<file path="config.mk">
export PLATFORM = sky130hd
export DESIGN_NAME = omsp_sram_arb_flat
export DESIGN_NICKNAME = d
export VERILOG_FILES = /design/src/rtl/omsp_sram_arb_if.sv /design/src/rtl/omsp_sram_arb.sv /design/src/flat_wrapper.sv
export SDC_FILE = /design/constraint.sdc
export NUM_CORES = 1
export LEC_CHECK = 0
export CORE_MARGIN = 5
export CORE_UTILIZATION = 33
export CTS_CLUSTER_SIZE = 20
export DETAILED_ROUTE_END_ITERATION = 8
export PLACE_DENSITY = 0.93
export SKIP_CTS_REPAIR_TIMING = 1
export SYNTH_ARGS = -nofsm -noshare
export SYNTH_HDL_FRONTEND = slang
export SYNTH_SLANG_ARGS = --single-unit
</file>
<file path="constraint.sdc">
create_clock -name clk -period 2 [get_ports clk]
set_input_delay 0.3 -clock clk [delete_from_list [all_inputs] [get_ports clk]]
set_output_delay 0.3 -clock clk [all_outputs]
set_load 0.01 [all_outputs]
</file>
<file path="src/rtl/omsp_sram_arb_if.sv">
// Bus bundle between the CPU data port, the secondary master and the SRAM controller.
// The arbiter takes the slave view; the environment drives through the master view.
interface omsp_sram_arb_if #(parameter int ADDR_WIDTH = 9);
  logic [ADDR_WIDTH-1:0] cpu_addr;
  logic                  cpu_cen;
  logic [1:0]            cpu_wen;
  logic [15:0]           cpu_din;
  logic [15:0]           cpu_dout;
  logic                  b_req;
  logic [ADDR_WIDTH-1:0] b_addr;
  logic [1:0]            b_wen;
  logic [15:0]           b_din;
  logic                  b_gnt;
  logic                  b_rvalid;
  logic [15:0]           b_rdata;
  logic                  b_starve;
  logic                  b_clr_starve;
  logic [ADDR_WIDTH-1:0] mem_addr;
  logic                  mem_cen;
  logic [1:0]            mem_wen;
  logic [15:0]           mem_din;
  logic [15:0]           mem_dout;

  modport slave (
    input  cpu_addr, cpu_cen, cpu_wen, cpu_din,
    input  b_req, b_addr, b_wen, b_din, b_clr_starve,
    input  mem_dout,
    output cpu_dout, b_gnt, b_rvalid, b_rdata, b_starve,
    output mem_addr, mem_cen, mem_wen, mem_din
  );

  modport master (
    output cpu_addr, cpu_cen, cpu_wen, cpu_din,
    output b_req, b_addr, b_wen, b_din, b_clr_starve,
    output mem_dout,
    input  cpu_dout, b_gnt, b_rvalid, b_rdata, b_starve,
    input  mem_addr, mem_cen, mem_wen, mem_din
  );
endinterface

</file>
<file path="src/rtl/omsp_sram_arb.sv">
// Shares one SRAM between the openMSP430 data port (absolute priority) and a
// secondary req/gnt master served in CPU-idle cycles, with starvation reporting.
module omsp_sram_arb #(
  parameter int ADDR_WIDTH = 9,
  parameter int STARVE_MAX = 255
) (
  input  logic             clk,
  input  logic             rst,
  omsp_sram_arb_if.slave   bus
);
  logic        w_cpu_own, w_b_own;
  logic        r_cpu_rd_d, r_b_rd_d;
  logic [15:0] r_hold;
  logic [7:0]  r_cnt, w_cnt_nxt;
  logic        r_starve;

  assign w_cpu_own = !rst && !bus.cpu_cen;
  assign w_b_own   = !rst &&  bus.cpu_cen && bus.b_req;

  // Idle cycles park address/data on the CPU values; only cen/wen are forced.
  assign bus.mem_addr = w_b_own ? bus.b_addr : bus.cpu_addr;
  assign bus.mem_din  = w_b_own ? bus.b_din  : bus.cpu_din;
  assign bus.mem_cen  = !(w_cpu_own || w_b_own);
  assign bus.mem_wen  = w_cpu_own ? bus.cpu_wen :
                        w_b_own   ? bus.b_wen   : 2'b11;
  assign bus.b_gnt    = w_b_own;

  assign bus.cpu_dout = r_cpu_rd_d ? bus.mem_dout : r_hold;
  assign bus.b_rvalid = r_b_rd_d;
  assign bus.b_rdata  = bus.mem_dout;
  assign bus.b_starve = r_starve;

  always_comb begin
    w_cnt_nxt = r_cnt;
    if (w_b_own)
      w_cnt_nxt = 8'd0;
    else if (bus.b_req && r_cnt != 8'hFF)
      w_cnt_nxt = r_cnt + 8'd1;
  end

  always_ff @(posedge clk) begin
    if (rst) begin
      r_cpu_rd_d <= 1'b0;
      r_b_rd_d   <= 1'b0;
      r_hold     <= 16'h0000;
      r_cnt      <= 8'd0;
      r_starve   <= 1'b0;
    end else begin
      r_cpu_rd_d <= w_cpu_own && (bus.cpu_wen == 2'b11);
      r_b_rd_d   <= w_b_own   && (bus.b_wen   == 2'b11);
      if (r_cpu_rd_d)
        r_hold <= bus.mem_dout;
      // Clear takes precedence over a same-cycle threshold hit.
      if (bus.b_clr_starve) begin
        r_cnt    <= 8'd0;
        r_starve <= 1'b0;
      end else begin
        r_cnt <= w_cnt_nxt;
        if (w_cnt_nxt == 8'(STARVE_MAX))
          r_starve <= 1'b1;
      end
    end
  end
endmodule

</file>
<file path="src/flat_wrapper.sv">
// flat-port wrapper written by rule: the top's interface ports become plain ports
module omsp_sram_arb_flat 
#(
  parameter int ADDR_WIDTH = 9,
  parameter int STARVE_MAX = 255
)
  (clk, rst, bus_cpu_addr, bus_cpu_cen, bus_cpu_wen, bus_cpu_din, bus_b_req, bus_b_addr, bus_b_wen, bus_b_din, bus_b_clr_starve, bus_mem_dout, bus_cpu_dout, bus_b_gnt, bus_b_rvalid, bus_b_rdata, bus_b_starve, bus_mem_addr, bus_mem_cen, bus_mem_wen, bus_mem_din);
  omsp_sram_arb_if #(.ADDR_WIDTH(ADDR_WIDTH)) bus_i ();
  input  logic clk;
  input  logic rst;
  input wire logic [$bits(bus_i.cpu_addr)-1:0] bus_cpu_addr;
  input wire logic [$bits(bus_i.cpu_cen)-1:0] bus_cpu_cen;
  input wire logic [$bits(bus_i.cpu_wen)-1:0] bus_cpu_wen;
  input wire logic [$bits(bus_i.cpu_din)-1:0] bus_cpu_din;
  input wire logic [$bits(bus_i.b_req)-1:0] bus_b_req;
  input wire logic [$bits(bus_i.b_addr)-1:0] bus_b_addr;
  input wire logic [$bits(bus_i.b_wen)-1:0] bus_b_wen;
  input wire logic [$bits(bus_i.b_din)-1:0] bus_b_din;
  input wire logic [$bits(bus_i.b_clr_starve)-1:0] bus_b_clr_starve;
  input wire logic [$bits(bus_i.mem_dout)-1:0] bus_mem_dout;
  output wire logic [$bits(bus_i.cpu_dout)-1:0] bus_cpu_dout;
  output wire logic [$bits(bus_i.b_gnt)-1:0] bus_b_gnt;
  output wire logic [$bits(bus_i.b_rvalid)-1:0] bus_b_rvalid;
  output wire logic [$bits(bus_i.b_rdata)-1:0] bus_b_rdata;
  output wire logic [$bits(bus_i.b_starve)-1:0] bus_b_starve;
  output wire logic [$bits(bus_i.mem_addr)-1:0] bus_mem_addr;
  output wire logic [$bits(bus_i.mem_cen)-1:0] bus_mem_cen;
  output wire logic [$bits(bus_i.mem_wen)-1:0] bus_mem_wen;
  output wire logic [$bits(bus_i.mem_din)-1:0] bus_mem_din;
  assign bus_i.cpu_addr = bus_cpu_addr;
  assign bus_i.cpu_cen = bus_cpu_cen;
  assign bus_i.cpu_wen = bus_cpu_wen;
  assign bus_i.cpu_din = bus_cpu_din;
  assign bus_i.b_req = bus_b_req;
  assign bus_i.b_addr = bus_b_addr;
  assign bus_i.b_wen = bus_b_wen;
  assign bus_i.b_din = bus_b_din;
  assign bus_i.b_clr_starve = bus_b_clr_starve;
  assign bus_i.mem_dout = bus_mem_dout;
  assign bus_cpu_dout = bus_i.cpu_dout;
  assign bus_b_gnt = bus_i.b_gnt;
  assign bus_b_rvalid = bus_i.b_rvalid;
  assign bus_b_rdata = bus_i.b_rdata;
  assign bus_b_starve = bus_i.b_starve;
  assign bus_mem_addr = bus_i.mem_addr;
  assign bus_mem_cen = bus_i.mem_cen;
  assign bus_mem_wen = bus_i.mem_wen;
  assign bus_mem_din = bus_i.mem_din;
  omsp_sram_arb #(.ADDR_WIDTH(ADDR_WIDTH), .STARVE_MAX(STARVE_MAX)) u_core (.clk(clk), .rst(rst), .bus(bus_i));
endmodule
</file>
After elaboration in Yosys (flattened, before gate mapping)
Index checks and enable logic that the tools add are counted.
{"block": "word_totals", "inputBits": 75, "out_inout_bits": 63, "reg_bits": 27, "elab_cells": 28}
{"block": "op_classes", "muxes": 7, "n_eq_ne": 4, "add_sub_neg": 1, "n_reduce_logical": 11}
{"operator": "2-to-1 mux 16 bit", "n": 2}
{"operator": "2-to-1 mux 8 bit", "n": 2}
{"operator": "2-to-1 mux 9 bit", "n": 1}
{"operator": "adder 8 x 1 -> 8 bit, second input constant", "n": 1}
{"operator": "== test 8 bit, second input constant", "n": 1}
{"operator": "!= test 8 bit, second input constant", "n": 1}
{"operator": "logical AND 1 bit", "n": 6}
{"operator": "== test 2 bit, second input constant", "n": 2}
{"operator": "2-to-1 mux 2 bit", "n": 2}
{"operator": "zero test 1 bit", "n": 3}
{"operator": "OR reduction 2 bit", "n": 1}
{"operator": "logical OR 1 bit", "n": 1}

Longest topological paths before layout
{"block": "depth", "ltp_word": 5, "ltp_mapped": 7, "ltp_nobuf": 6}

Worst setup path before layout
No wires, ideal clock.
{"block": "synth_path", "path_type": "reg-to-reg", "startpoint": "reg u_core.r_cnt[0]", "endpoint": "reg u_core.r_starve, in the netlist u_core.bus.b_starve", "setup_ns": 0.117, "period_less_slack_ns": 1.582, "path_buffers": 0, "stages_incl_launch_ff": 7, "t_arrival_ns": 1.466, "required_ns": 1.883, "setup_slack_ns": 0.418, "path_cell_list": "dfxtp_1 > ha_1 > nand4_1 > o21ai_2 > mux2i_1 > a2111oi_2 > a22o_1"}
{"block": "synth_via", "elab_chain_cells": 5, "word_cells_on_any_way": 6, "cone_classes": "add/sub (1); eq/ne (2); mux (2); reduce/logical (1)"}
{"element": "start, declared", "line_no": "omsp_sram_arb.sv:14", "text": "logic [7:0] r_cnt, w_cnt_nxt;"}
{"element": "start signal, assigned", "line_no": "omsp_sram_arb.sv:58", "text": "r_cnt <= w_cnt_nxt;"}
{"element": "branches (longest 2 deep; another with adder 8 x 1 -> 8 bit)"}
{"element": "2-to-1 mux 8 bit *", "line_no": "omsp_sram_arb.sv:37", "text": "else if (bus.b_req && r_cnt != 8'hFF)"}
{"element": "2-to-1 mux 8 bit *", "line_no": "omsp_sram_arb.sv:35", "text": "if (w_b_own)"}
{"element": "== test 8 bit *", "line_no": "omsp_sram_arb.sv:59", "text": "if (w_cnt_nxt == 8'(STARVE_MAX))"}
{"element": "end signal, assigned", "line_no": "omsp_sram_arb.sv:47", "text": "r_starve <= 1'b0;"}
{"element": "end signal, assigned", "line_no": "omsp_sram_arb.sv:56", "text": "r_starve <= 1'b0;"}
{"element": "end signal, assigned", "line_no": "omsp_sram_arb.sv:60", "text": "r_starve <= 1'b1;"}
{"element": "end, declared", "line_no": "omsp_sram_arb.sv:15", "text": "logic r_starve;"}
Every way passes the cells marked *.
A chain may end at the register's enable or synchronous reset.

Worst setup path after layout
{"block": "layout_path", "startpoint": "reg u_core.r_cpu_rd_d", "endpoint": "out bus_cpu_dout[3]"}
{"block": "layout_via", "elab_chain_cells": 1}
{"element": "start, declared", "line_no": "omsp_sram_arb.sv:12", "text": "logic r_cpu_rd_d, r_b_rd_d;"}
{"element": "start signal, assigned", "line_no": "omsp_sram_arb.sv:49", "text": "r_cpu_rd_d <= w_cpu_own && (bus.cpu_wen == 2'b11);"}
{"element": "2-to-1 mux 16 bit", "line_no": "omsp_sram_arb.sv:28", "text": "assign bus.cpu_dout = r_cpu_rd_d ? bus.mem_dout : r_hold;"}
{"element": "end, declared", "line_no": "flat_wrapper.sv:21", "text": "output wire logic [$bits(bus_i.cpu_dout)-1:0] bus_cpu_dout;"}
No other way between the ends.

==> metrics.txt <==
CP Capture Type=primary output; buffers added on ports=137; worst slack at placement=-0.445 ns; CTS Buffer Depth=2; Hold Violations, Final=0; routed length per instance=16.0 um; clk_lat worst skew=0.28 ns; hold_sp=bus_cpu_cen; period utilization=0.985; maxcap violations=0; fmax=507 MHz; H-Tree Depth=1; Worst EP arrival=1.67 ns; Worst Setup Start Kind=flop; global-route wire length before repair=9150 um; row cnt=25; vias in the first global route=1903; CP Cell Sequence=buf_8 -> mux2_2 -> clkdlybuf4s50_1; R2R Path Start=u_core.r_cnt[0]$_SDFF_PP0_; GR Util All Layers=0.177; worst min path class=in2reg; Clock power frac=0.237; CP required=1.70 ns; PwrDens=405 nW/um2; sequential share of power=0.411; Slew Viols, Final=0; Post-synth top cells=nand2_1, dfxtp_1, buf_4, nor2b_1, mux2_2; Final #Nets=431; total power=1340 uW; total gr overflow=0; drt total wl=6770 um; share of cells above drive strength 1=0.133; CTS Root Cell=clkbuf_8; syn nets=297; Layout Utilization=0.685; switching power=346 uW; DIE AREA=6580 um2; post-route minimum period=1.97 ns; YS warnings=0; WS Path Type=reg2out; Clock Sinks=27; part of the power in combinational logic=0.352; relative slew slack=0.777; FF-to-FF End=u_core.bus.b_starve$_SDFFE_PP0N_; router iterations before antenna repair=4; CP max stage cell=clkdlybuf4s50_1; R2R setup slack=0.22 ns; Ports=138; Syn Std Cell Area=1670 um2; Hold Path End=u_core.r_cpu_rd_d$_SDFF_PP0_; synth top area cells=dfxtp_1, nand2_1, mux2_2; leak pwr=0.00170 uW; CTS tree=yes; Netlist cell types=38; worst-path maximum fanout=16; number of flops mapped to enable cells by yosys=0; area added between synthesis and finish=97.7%; final worst slack=0.0295 ns; outcome=completed; Yosys top cell by area=dfxtp_1; die width=81.1 um; Hold Path Depth=3; Routed Antenna Nets=0; DRC viols=0; initial antenna violation count=1; largest net degree at the start of global routing=28; Post-DP HPWL=4970 um; core area=4820 um2; CTS Buf Count=3; maximum vdd drop=0.378 mV; Syn Inst Count=221; initial DRC count=76; crit-path max cell delay=0.50 ns; via/cell ratio=4.73; Placer Congestion=0.830; internal power consumption=991 uW; Yosys top cell area share=0.324; count leader, synth=nand2_1; Seq/Total Area, Yosys=0.324; final setup fails=0; Initial Utilization=0.346; most common flop cell mapped by yosys=dfxtp_1; Vias=1995; die height=81.1 um; Avg Inst Size Synth=7.55 um2; WHS=0.344 ns; R2R depth=6; synthesis-stage register bit count=27; sw frac=0.259; skew final=0.00922 ns; Worst Tran Pin Value=0.331 ns; clock-pin slew on the worst setup and hold paths=0.10 ns; asr flop ratio synth=0
-- per-layer routing --
layer | share of wire | track usage
met1 | 0.35 | 0.174
met2 | 0.51 | 0.340
met3 | 0.11 | 0.0665
met4 | 0.024 | 0.0524
met5 | 0 | 0
-- critical path: cells and delay by family, from the launching register on --
| kind | cells | cell delay [ns] |
|---|---|---|
| mux | 1 | 0.37 |
| flops | 1 | 0.35 |
| buf+inv | 2 | 0.67 |
-- placed cells by master (no fill, tap or decap), types with 2 or more instances in the layout --
cell type,synthesis,routed
buf_4,18,11
mux2_2,16,16
mux2i_1,3,3
nor3_1,4,4
buf_6,1,2
buf_12,0,2
clkbuf_16,0,3
nor2b_1,17,17
nand3_1,3,3
dlymetal6s2s_1,0,32
nand3b_1,3,3
clkdlybuf4s50_1,0,103
and2_1,2,2
nand2_1,82,81
nor2_1,6,6
nand4_1,4,4
nand2b_1,2,2
clkbuf_8,1,3
o21ai_0,4,4
dfxtp_1,27,27
inv_1,2,2
a21o_1,2,2
-- layout make-up --
| type | count | area, um2 |
|---|---|---|
| fillers | 344 | 1520 |
| diodes | 1 | 2.50 |
| inverters | 3 | 15.0 |
| well taps | 67 | 83.8 |
| clock buffers | 4 | 45.0 |
| multi-input cells | 165 | 941 |
| flip-flops and latches | 27 | 541 |
| repair buffers | 155 | 1670 |
-- power by group through the flow --
| stage | logic, uW | registers, uW | clock network, uW |
|---|---|---|---|
| 4_1_cts | 455 | 549 | 319 |
| 3_3_place_gp | 446 | 562 | 0 |
| 6_report | 471 | 550 | 317 |
| 3_5_place_dp | 453 | 562 | 0 |
| 5_1_grt | 501 | 551 | 350 |
| 2_1_floorplan | 159 | 561 | 0 |
-- worst max path at each step --
| stage | from | end | slack [ns] | cells after the start |
|---|---|---|---|---|
| final | u_core.r_cpu_rd_d$_SDFF_PP0_ | bus_cpu_dout[3] | 0.03 | 3 |
| after global routing | u_core.r_cpu_rd_d$_SDFF_PP0_ | bus_cpu_dout[3] | -0.008 | 3 |
| after CTS | bus_b_req | bus_mem_addr[4] | -0.44 | 8 |
| after detailed placement | bus_b_req | bus_mem_addr[4] | -0.45 | 8 |
| after global placement | bus_b_req | bus_mem_addr[4] | -0.42 | 8 |
| after floorplan | u_core.r_cnt[0]$_SDFF_PP0_ | u_core.bus.b_starve$_SDFFE_PP0N_ | 0.42 | 6 |
-- sequential cells by signal (all words and copies together) (netlist names) --
| signal | count |
|---|---|
| u_core.r_cpu_rd_d | 1 |
| u_core.r_cnt | 8 |
| u_core.bus.b_rvalid | 1 |
| u_core.r_hold | 16 |
| u_core.bus.b_starve | 1 |
-- stage by stage --
stage               TNS [ns]  std cells  cell area, um2
finish                     0        422            3300
global route         -0.0199        422            3300
CTS                   -10.77        412            3070
detailed placement    -10.81        408            3020
global placement      -10.24        408            3020
floorplan                  0        221            1670
-- kinds of logic (layout without fill, tap and decap cells) --
family,after synthesis,count (layout),synth area share
XOR/XNOR,1,1,0.00525
adder cells (fa/ha/maj),1,1,0.00750
other,0,1,0
AND/OR/NAND/NOR,130,130,0.359
buffers and inverters,29,162,0.117
AO/OA/AOI/OAI,14,14,0.0615
multiplexers,19,19,0.126
flip-flops,27,27,0.324
(Power assumes the default switching activity.)
